## src/rtl/ifetch_stage.sv

```systemverilog
// Purpose : instruction-fetch stage; turns PC-stage addresses into instruction-bus
//           requests and queues returned instructions in order for decode.
// Latency : address accepted -> bus request next cycle; data_ok -> if_valid_o next cycle.
// Backpressure: a PC is taken only when buffer entries plus the in-flight fetch leave
//           room, so a returning instruction always has a slot; decode stalls via id_ready_i.
//
// Ports:
//   clk, resetn                    clock, synchronous active-low reset
//   pc_i/pc_valid_i/pc_ready_o     fetch-address handshake from the PC stage
//   flush_i                        redirect: kill buffered entries and the in-flight fetch
//   inst_req/inst_addr/inst_addr_ok/inst_rdata/inst_data_ok   SRAM-like instruction bus
//   if_valid_o/if_pc_o/if_inst_o/if_adel_o/id_ready_i         buffer head towards decode
module ifetch_stage #(
    parameter int          BUF_DEPTH  = 2,
    parameter logic [31:0] RESET_INST = 32'h0
) (
    input  logic        clk,
    input  logic        resetn,
    input  logic [31:0] pc_i,
    input  logic        pc_valid_i,
    output logic        pc_ready_o,
    input  logic        flush_i,
    output logic        inst_req,
    output logic [31:0] inst_addr,
    input  logic        inst_addr_ok,
    input  logic [31:0] inst_rdata,
    input  logic        inst_data_ok,
    output logic        if_valid_o,
    output logic [31:0] if_pc_o,
    output logic [31:0] if_inst_o,
    output logic        if_adel_o,
    input  logic        id_ready_i
);

    localparam int PW = $clog2(BUF_DEPTH);
    localparam int CW = PW + 1;

    // REQ_C: request still on the bus but already flushed; its data must be dropped.
    typedef enum logic [2:0] {
        S_IDLE,
        S_REQ,
        S_REQ_C,
        S_WAIT,
        S_CANCEL
    } state_t;

    state_t         r_state;
    state_t         w_state_nxt;
    logic [31:0]    r_addr;
    logic [31:0]    r_pc_mem   [BUF_DEPTH];
    logic [31:0]    r_inst_mem [BUF_DEPTH];
    logic           r_adel_mem [BUF_DEPTH];
    logic [PW-1:0]  r_rd_ptr;
    logic [PW-1:0]  r_wr_ptr;
    logic [CW-1:0]  r_count;

    logic           w_inflight;
    logic [CW:0]    w_occ;
    logic           w_space;
    logic           w_aligned;
    logic           w_accept;
    logic           w_latch;
    logic           w_push;
    logic [31:0]    w_push_pc;
    logic [31:0]    w_push_inst;
    logic           w_push_adel;
    logic           w_head_vld;
    logic           w_pop;

    // Reserve a slot for the fetch on the bus; same-cycle pops are deliberately ignored
    // so that pc_ready_o does not depend combinationally on id_ready_i.
    assign w_inflight = (r_state == S_REQ) || (r_state == S_WAIT);
    assign w_occ      = {1'b0, r_count} + {{CW{1'b0}}, w_inflight};
    assign w_space    = w_occ < (CW+1)'(BUF_DEPTH);
    assign w_aligned  = (pc_i[1:0] == 2'b00);

    // Besides IDLE, an aligned PC may be taken in the data_ok cycle of WAIT so the next
    // request goes out immediately (back-to-back fetch).
    assign pc_ready_o = !flush_i && resetn && w_space &&
                        ((r_state == S_IDLE) ||
                         ((r_state == S_WAIT) && inst_data_ok && w_aligned));
    assign w_accept   = pc_valid_i && pc_ready_o;

    always_comb begin
        w_state_nxt = r_state;
        w_latch     = 1'b0;
        w_push      = 1'b0;
        w_push_pc   = r_addr;
        w_push_inst = inst_rdata;
        w_push_adel = 1'b0;
        case (r_state)
            S_IDLE: begin
                if (w_accept) begin
                    if (w_aligned) begin
                        w_latch     = 1'b1;
                        w_state_nxt = S_REQ;
                    end else begin
                        // Misaligned: no bus access, exception entry queued in order.
                        w_push      = 1'b1;
                        w_push_pc   = pc_i;
                        w_push_inst = RESET_INST;
                        w_push_adel = 1'b1;
                    end
                end
            end
            S_REQ: begin
                if (flush_i) begin
                    w_state_nxt = inst_addr_ok ? S_CANCEL : S_REQ_C;
                end else if (inst_addr_ok) begin
                    w_state_nxt = S_WAIT;
                end
            end
            S_REQ_C: begin
                if (inst_addr_ok) begin
                    w_state_nxt = S_CANCEL;
                end
            end
            S_WAIT: begin
                if (flush_i) begin
                    w_state_nxt = inst_data_ok ? S_IDLE : S_CANCEL;
                end else if (inst_data_ok) begin
                    w_push = 1'b1;
                    if (w_accept) begin
                        w_latch     = 1'b1;
                        w_state_nxt = S_REQ;
                    end else begin
                        w_state_nxt = S_IDLE;
                    end
                end
            end
            S_CANCEL: begin
                if (inst_data_ok) begin
                    w_state_nxt = S_IDLE;
                end
            end
            default: w_state_nxt = S_IDLE;
        endcase
    end

    assign inst_req   = (r_state == S_REQ) || (r_state == S_REQ_C);
    assign inst_addr  = r_addr;

    assign w_head_vld = (r_count != '0);
    // A pop in the flush cycle is void: the whole buffer is discarded anyway.
    assign w_pop      = w_head_vld && id_ready_i && !flush_i;

    always_ff @(posedge clk) begin
        if (!resetn) begin
            r_state  <= S_IDLE;
            r_addr   <= 32'h0;
            r_rd_ptr <= '0;
            r_wr_ptr <= '0;
            r_count  <= '0;
        end else begin
            r_state <= w_state_nxt;
            if (w_latch) begin
                r_addr <= pc_i;
            end
            if (flush_i) begin
                r_rd_ptr <= '0;
                r_wr_ptr <= '0;
                r_count  <= '0;
            end else begin
                if (w_push) begin
                    r_wr_ptr <= r_wr_ptr + PW'(1);
                end
                if (w_pop) begin
                    r_rd_ptr <= r_rd_ptr + PW'(1);
                end
                r_count <= r_count + CW'(w_push) - CW'(w_pop);
            end
        end
    end

    // Storage needs no reset: entries are only visible while r_count covers them.
    always_ff @(posedge clk) begin
        if (w_push) begin
            r_pc_mem[r_wr_ptr]   <= w_push_pc;
            r_inst_mem[r_wr_ptr] <= w_push_inst;
            r_adel_mem[r_wr_ptr] <= w_push_adel;
        end
    end

    assign if_valid_o = w_head_vld;
    assign if_pc_o    = w_head_vld ? r_pc_mem[r_rd_ptr]   : 32'h0;
    assign if_inst_o  = w_head_vld ? r_inst_mem[r_rd_ptr] : RESET_INST;
    assign if_adel_o  = w_head_vld ? r_adel_mem[r_rd_ptr] : 1'b0;

endmodule

```

## config.mk

```make
export PLATFORM = sky130hd
export DESIGN_NAME = ifetch_stage
export DESIGN_NICKNAME = d
export VERILOG_FILES = /design/src/rtl/ifetch_stage.sv
export SDC_FILE = /design/constraint.sdc
export NUM_CORES = 1
export LEC_CHECK = 0
export BUFFER_PORTS_ARGS = -buffer_cell sky130_fd_sc_hd__buf_2
export CAP_MARGIN = 10
export CORE_MARGIN = 3
export CORE_UTILIZATION = 40
export CTS_CLUSTER_SIZE = 10
export DETAILED_ROUTE_END_ITERATION = 6
export PLACE_DENSITY = 0.72
export SETUP_SLACK_MARGIN = 0.4
export SLEW_MARGIN = 25
export SYNTH_ARGS = -nofsm -noshare
export SYNTH_HDL_FRONTEND = slang
export SYNTH_SLANG_ARGS = --single-unit
export TNS_END_PERCENT = 100
```

## constraint.sdc

```tcl
create_clock -name clk -period 8.5 [get_ports clk]
set_input_delay 0.425 -clock clk [delete_from_list [all_inputs] [get_ports clk]]
set_output_delay 0.425 -clock clk [all_outputs]
set_load 0.01 [all_outputs]
```

### After elaboration in Yosys (flattened, before gate mapping)

Memories as Yosys holds them, arrays and structs flattened. A register that Yosys moved wholly into a read port is not among the register bits.
Cells that the tools add are included.

| storage, ports and cells | value |
|---|---|
| memories | 3 |
| flip-flop bits (word level) | 39 |
| output and inout port bits | 100 |
| RAM bits | 130 |

Memories:

| name | depth | width | rd ports | clocked after Yosys merged registers in | write ports | RTL line | text |
|---|---|---|---|---|---|---|---|
| r_inst_mem | 2 | 32 | 1 | 1 | 1 | 51 | `logic [31:0] r_inst_mem [BUF_DEPTH];` |
| r_pc_mem | 2 | 32 | 1 | 1 | 1 | 50 | `logic [31:0] r_pc_mem [BUF_DEPTH];` |
| r_adel_mem | 2 | 1 | 1 | 1 | 1 | 52 | `logic r_adel_mem [BUF_DEPTH];` |

| cells by class | value |
|---|---|
| mux-type cells | 41 |
| bitwise operators | 1 |
| order comparisons | 1 |
| eq/ne operators | 10 |
| add/sub/neg operators | 5 |
| reductions and logical operators | 17 |

Operator list:

| cell | count |
|---|---|
| 32-bit two-way mux | 8 |
| 3-bit two-way mux | 10 |
| 1-bit two-way mux | 20 |
| 3-bit one-hot mux with 5 select lines | 1 |
| 1-bit logical AND | 8 |
| 2-bit inequality test (second input constant) | 4 |
| 3-bit by 2-bit equality test with 1-bit output (second input constant) | 2 |
| 3-bit inequality test (second input constant) | 2 |
| 6-bit AND reduction | 1 |
| 1-bit one-hot mux with 2 select lines | 2 |
| 2-bit by 1-bit adder with 3-bit output | 1 |
| 3-bit by 1-bit equality test with 1-bit output (second input constant) | 1 |
| 3-bit equality test (second input constant) | 1 |
| 3-bit logical NOT | 1 |
| 1-bit logical OR | 3 |
| 3-bit by 2-bit < comparator with 1-bit output (second input constant) | 1 |
| 1-bit adder (second input constant) | 2 |
| 2-bit by 1-bit adder with 2-bit output | 1 |
| 2-bit logical NOT | 1 |
| 2-bit nonzero test | 1 |
| 2-bit OR reduction | 1 |
| 2-bit by 1-bit subtractor with 2-bit output | 1 |
| 1-bit logical NOT | 1 |
| 1-bit inverter | 1 |

### Longest topological paths before layout

| depth | value |
|---|---|
| depth in word-level cells | 11 |
| mapped depth | 12 |

### Least setup slack after synthesis

Ideal clock, no wire load.

| timing path | value |
|---|---|
| path type | input to register |
| start point | input port resetn |
| end point | memory r_adel_mem[1] (enable) |
| library setup time | 590 ps |
| stages | 5 |
| required time | 7,910 ps |
| data arrival time | 5,975 ps |
| slack | 1,935 ps |
| cells stage by stage | buf_2 nor4b_4 nand4b_1 buf_2 a21boi_0 |

| between the ends | value |
|---|---|
| word-level cells in the longest chain between the ends | 8 |

RTL lines:

| item | RTL line | text |
|---|---|---|
| start: declaration | 18 | `input logic resetn,` |
| 1-bit logical AND (3 in a row) | 79 | `assign pc_ready_o = !flush_i && resetn && w_space &&` |
| 1-bit logical AND | 82 | `assign w_accept = pc_valid_i && pc_ready_o;` |
| 1-bit two-way mux | 93 | `if (w_accept) begin` |
| 1-bit one-hot mux with 2 select lines | 91 | `case (r_state)` |
| 1-bit two-way mux | 177 | `if (w_push) begin` |
| 1-bit two-way mux (implied by the code) | 180 | `r_adel_mem[r_wr_ptr] <= w_push_adel;` |
| end: declaration | 52 |  |

No other way between the ends.

### Worst setup path in the final report

| timing path | value |
|---|---|
| start point | input port resetn |
| end point | memory r_pc_mem[0][0] (enable) |

| between the ends | value |
|---|---|
| word-level cells in the longest chain between the ends | 8 |

RTL lines:

| item | RTL line | text |
|---|---|---|
| 1-bit logical AND (3 in a row) | 79 |  |
| 1-bit logical AND | 82 |  |
| 1-bit two-way mux | 93 |  |
| 1-bit one-hot mux with 2 select lines | 91 |  |
| 1-bit two-way mux | 177 |  |
| 1-bit two-way mux (implied by the code) | 178 | `r_pc_mem[r_wr_ptr] <= w_push_pc;` |
| end: declaration | 50 |  |

No other way between the ends.

==> out/qor.csv <==
metric;value;unit
drive_above_1_share;0.3406;
drv_cap;0;
vias;4642;
dp_hpwl;9.870;mm
path_common_cell;buf_4;
wl_per_cell;15.40;microns
postPlaceCellArea;8391;sq um
r2r_end;r_pc_mem[0][0];
synth-seq-area-share;0.6347;
reg2reg_from;r_state[2];
htree_levels;4;
cts_resized;0;
postSynthAreaPerCell;13.26;sq um
path_class;input pin to flop;
status;finished, final reports clean;
postRouteWirelength;14.83;mm
synth_edf_count;130;
cpLargestDelayFamily;buffers and inverters;
ys_ff_latch;170;
rrSetupSlack;5240;ps
fillers;1613;
grtUsageTotal;0.1478;
die_h;142.1;microns
syn-cell-area;7412;sq um
start_util;0.4098;
timing.fmax;288.5;MHz
crit_path_max_fanout;70;
final_nets;794;
cts_tree;built;
max-slew-margin-rel;0.4698;
stdcell_area;9025;sq um
drc;0;
fp.dieW;142.1;microns
cts_buffers;17;
synth_ff_type;edfxtp_1;
antenna_left;0;
path_clk_slew;60;ps
finClkSkew;8.036;ps
grt_max_degree;71;
routed_via_density;4.820;
arrival;3520;ps
gp_congestion;0.7464;
final_hold_viol_count;0;
insertion_delay;420;ps
max_stage_delay;610;ps
grt_first_pass_wirelength;22.93;mm
grt-ovfl-total;0;
synthCells;559;
path_cells;buf_2, buf_4, nor4b_4, nand4b_1, buf_4, and2_2, nor2_4, buf_4;
cts_root_buf;clkbuf_16;
port_buffers;170;
crit_buf_inv;4;
reg2reg_depth;6;
powerDensity;199.9;nW/um^2
finalCriticalPeriod;3467;ps
area_growth;21.76;%
ys.warnings.count;0;
hold_buffers;0;
cts_num_sinks;170;
finalCritPeriodShare;0.4078;
pin_count;171;
antenna_cells;0;
whs_endpoint;inst_addr[4];
synth_nets;632;
synth_cell_type_count;45;
hold_path_class;input pin to flop;
postCtsSetupRepairBufs;0;
antenna_found_initial;1;
rsz0062_at_grt;no;
dieArea;20200;sq um
setup_viol;0;
start_kind;input pin;
setup_tns;0;ps
slowest_stage;nor2_4;
hold_depth;3;
num_rows;49;
tightest_slew;793.5;ps
cts.path.max_buffers;2;
drt_iter0_markers;251;
hold_start;pc_i[4];
ys_async_sr_fraction;0;
crit_path_end_kind;flop;
leakagePower;3.531;nW
vdd_drop_max;0.1356;mV
critPathRequiredTime;8560;ps
grt_pass1_vias;4524;
dr.pass1.iters;4;
drv_slew;0;
core;18090;sq um
through the flow:
step | hold slack, ps | setup slack (ps) | std cells | total power [mW] | utilization
3_5_place_dp | 462.1 | 4530 | 930 | 1.028 | 0.4639
2_1_floorplan | 472.5 | 1935 | 559 | 0.9906 | -
5_1_grt | 237.7 | 4747 | 963 | 1.871 | 0.4990
3_3_place_gp | 452.1 | 4594 | 930 | 1.026 | 0.4639
4_1_cts | 233.1 | 4968 | 962 | 1.825 | 0.4975
6_report | 258.8 | 5034 | 963 | 1.804 | 0.4990
routing by layer:
| metal | vias up | wire length (microns) | share of wire | track usage |
|---|---|---|---|---|
| li1 | 2304 | - | - | - |
| met1 | 2171 | 6771 | 0.46 | 0.1912 |
| met2 | 146 | 6909 | 0.47 | 0.2363 |
| met3 | 19 | 931 | 0.063 | 0.04603 |
| met4 | 2 | 206 | 0.014 | 0.05152 |
| met5 | - | 13 | 0.00088 | 0 |
cells in the mapped netlist (2+ instances only):
cell type	count	share of area
dfxtp_1	40	0.11
o21ai_0	2	0.0014
and3_1	2	0.0017
edfxtp_1	130	0.53
nand4b_1	2	0.0024
buf_1	4	0.0020
inv_1	5	0.0025
buf_2	9	0.0061
and3b_2	2	0.0027
clkbuf_1	9	0.0046
nor3b_1	2	0.0020
nand2_1	73	0.037
ha_1	2	0.0034
nand3b_1	2	0.0020
xor2_1	2	0.0024
a21boi_0	2	0.0020
buf_8	3	0.0061
mux2_2	30	0.046
a22o_1	2	0.0024
and2_1	33	0.028
nand2b_1	2	0.0017
nor2_1	75	0.038
dlygate4sd1_1	5	0.0059
buf_6	4	0.0061
xnor2_1	2	0.0024
mux2i_1	96	0.13
layout by cell type (no fill, tap or decap), types with 4 or more instances in the layout:
master	synthesis	final
clkbuf_16	0	17
clkinv_1	0	4
edfxtp_1	130	130
dfxtp_1	40	39
nand2_1	73	73
and2_1	33	33
mux2i_1	96	96
buf_4	0	7
bufinv_16	0	4
mux2_2	30	30
nor2_1	75	73
inv_1	5	5
buf_2	9	170
cell type report:
type                            instances  area (sq um)  share of cell area
Clock buffer                           19         432.9             0.04797
Clock inverter                         13         173.9             0.01927
Inverter                                5         18.77            0.002080
Multi-Input combinational cell        349          2474              0.2741
Sequential cell                       170          4708              0.5217
Tap cell                              229         286.5             0.03175
Timing Repair Buffer                  178         930.9              0.1031
flip-flops by register name, summed over array words and instances (netlist names), named ones only:
register / flops
inst_addr: 32
r_adel_mem: 2
r_count: 2
r_inst_mem: 64
r_pc_mem: 64
r_rd_ptr: 1
r_state: 3
r_wr_ptr: 1
worst register-to-register path, stage by stage (launching register included):
cell,delay (ps)
dfxtp_1,420
nor4b_4,400
nand4b_1,130
buf_4,370
and2_2,350
nor2_4,610
buf_4,610
cell families (layout without fill, tap and decap cells):
group	after synthesis	in the layout	synth area share
fa+ha+maj	2	2	0.003376
buf+inv	40	215	0.03511
xor+xnor	4	4	0.004727
simple gates	202	202	0.1278
compound gates	15	15	0.01908
mux	126	126	0.1752
flops	170	170	0.6347
worst max path at each step:
stage,startpoint,cells after the start,endpoint,slack [ps]
6_report,resetn,8,r_pc_mem[0][0],5030
5_1_grt,resetn,8,r_inst_mem[0][0],4750
4_1_cts,resetn,8,r_pc_mem[0][0],4970
3_5_place_dp,resetn,8,r_inst_mem[0][27],4530
3_3_place_gp,resetn,8,r_pc_mem[0][3],4590
2_1_floorplan,resetn,5,r_adel_mem[1],1940
report_power, final:
group          total [mW]  switching, mW  internal (mW)
clock               0.794          0.305          0.489
combinational      0.0968         0.0548         0.0419
sequential          0.913        0.00532          0.908
Note: power is estimated with default switching activity, not from simulation.
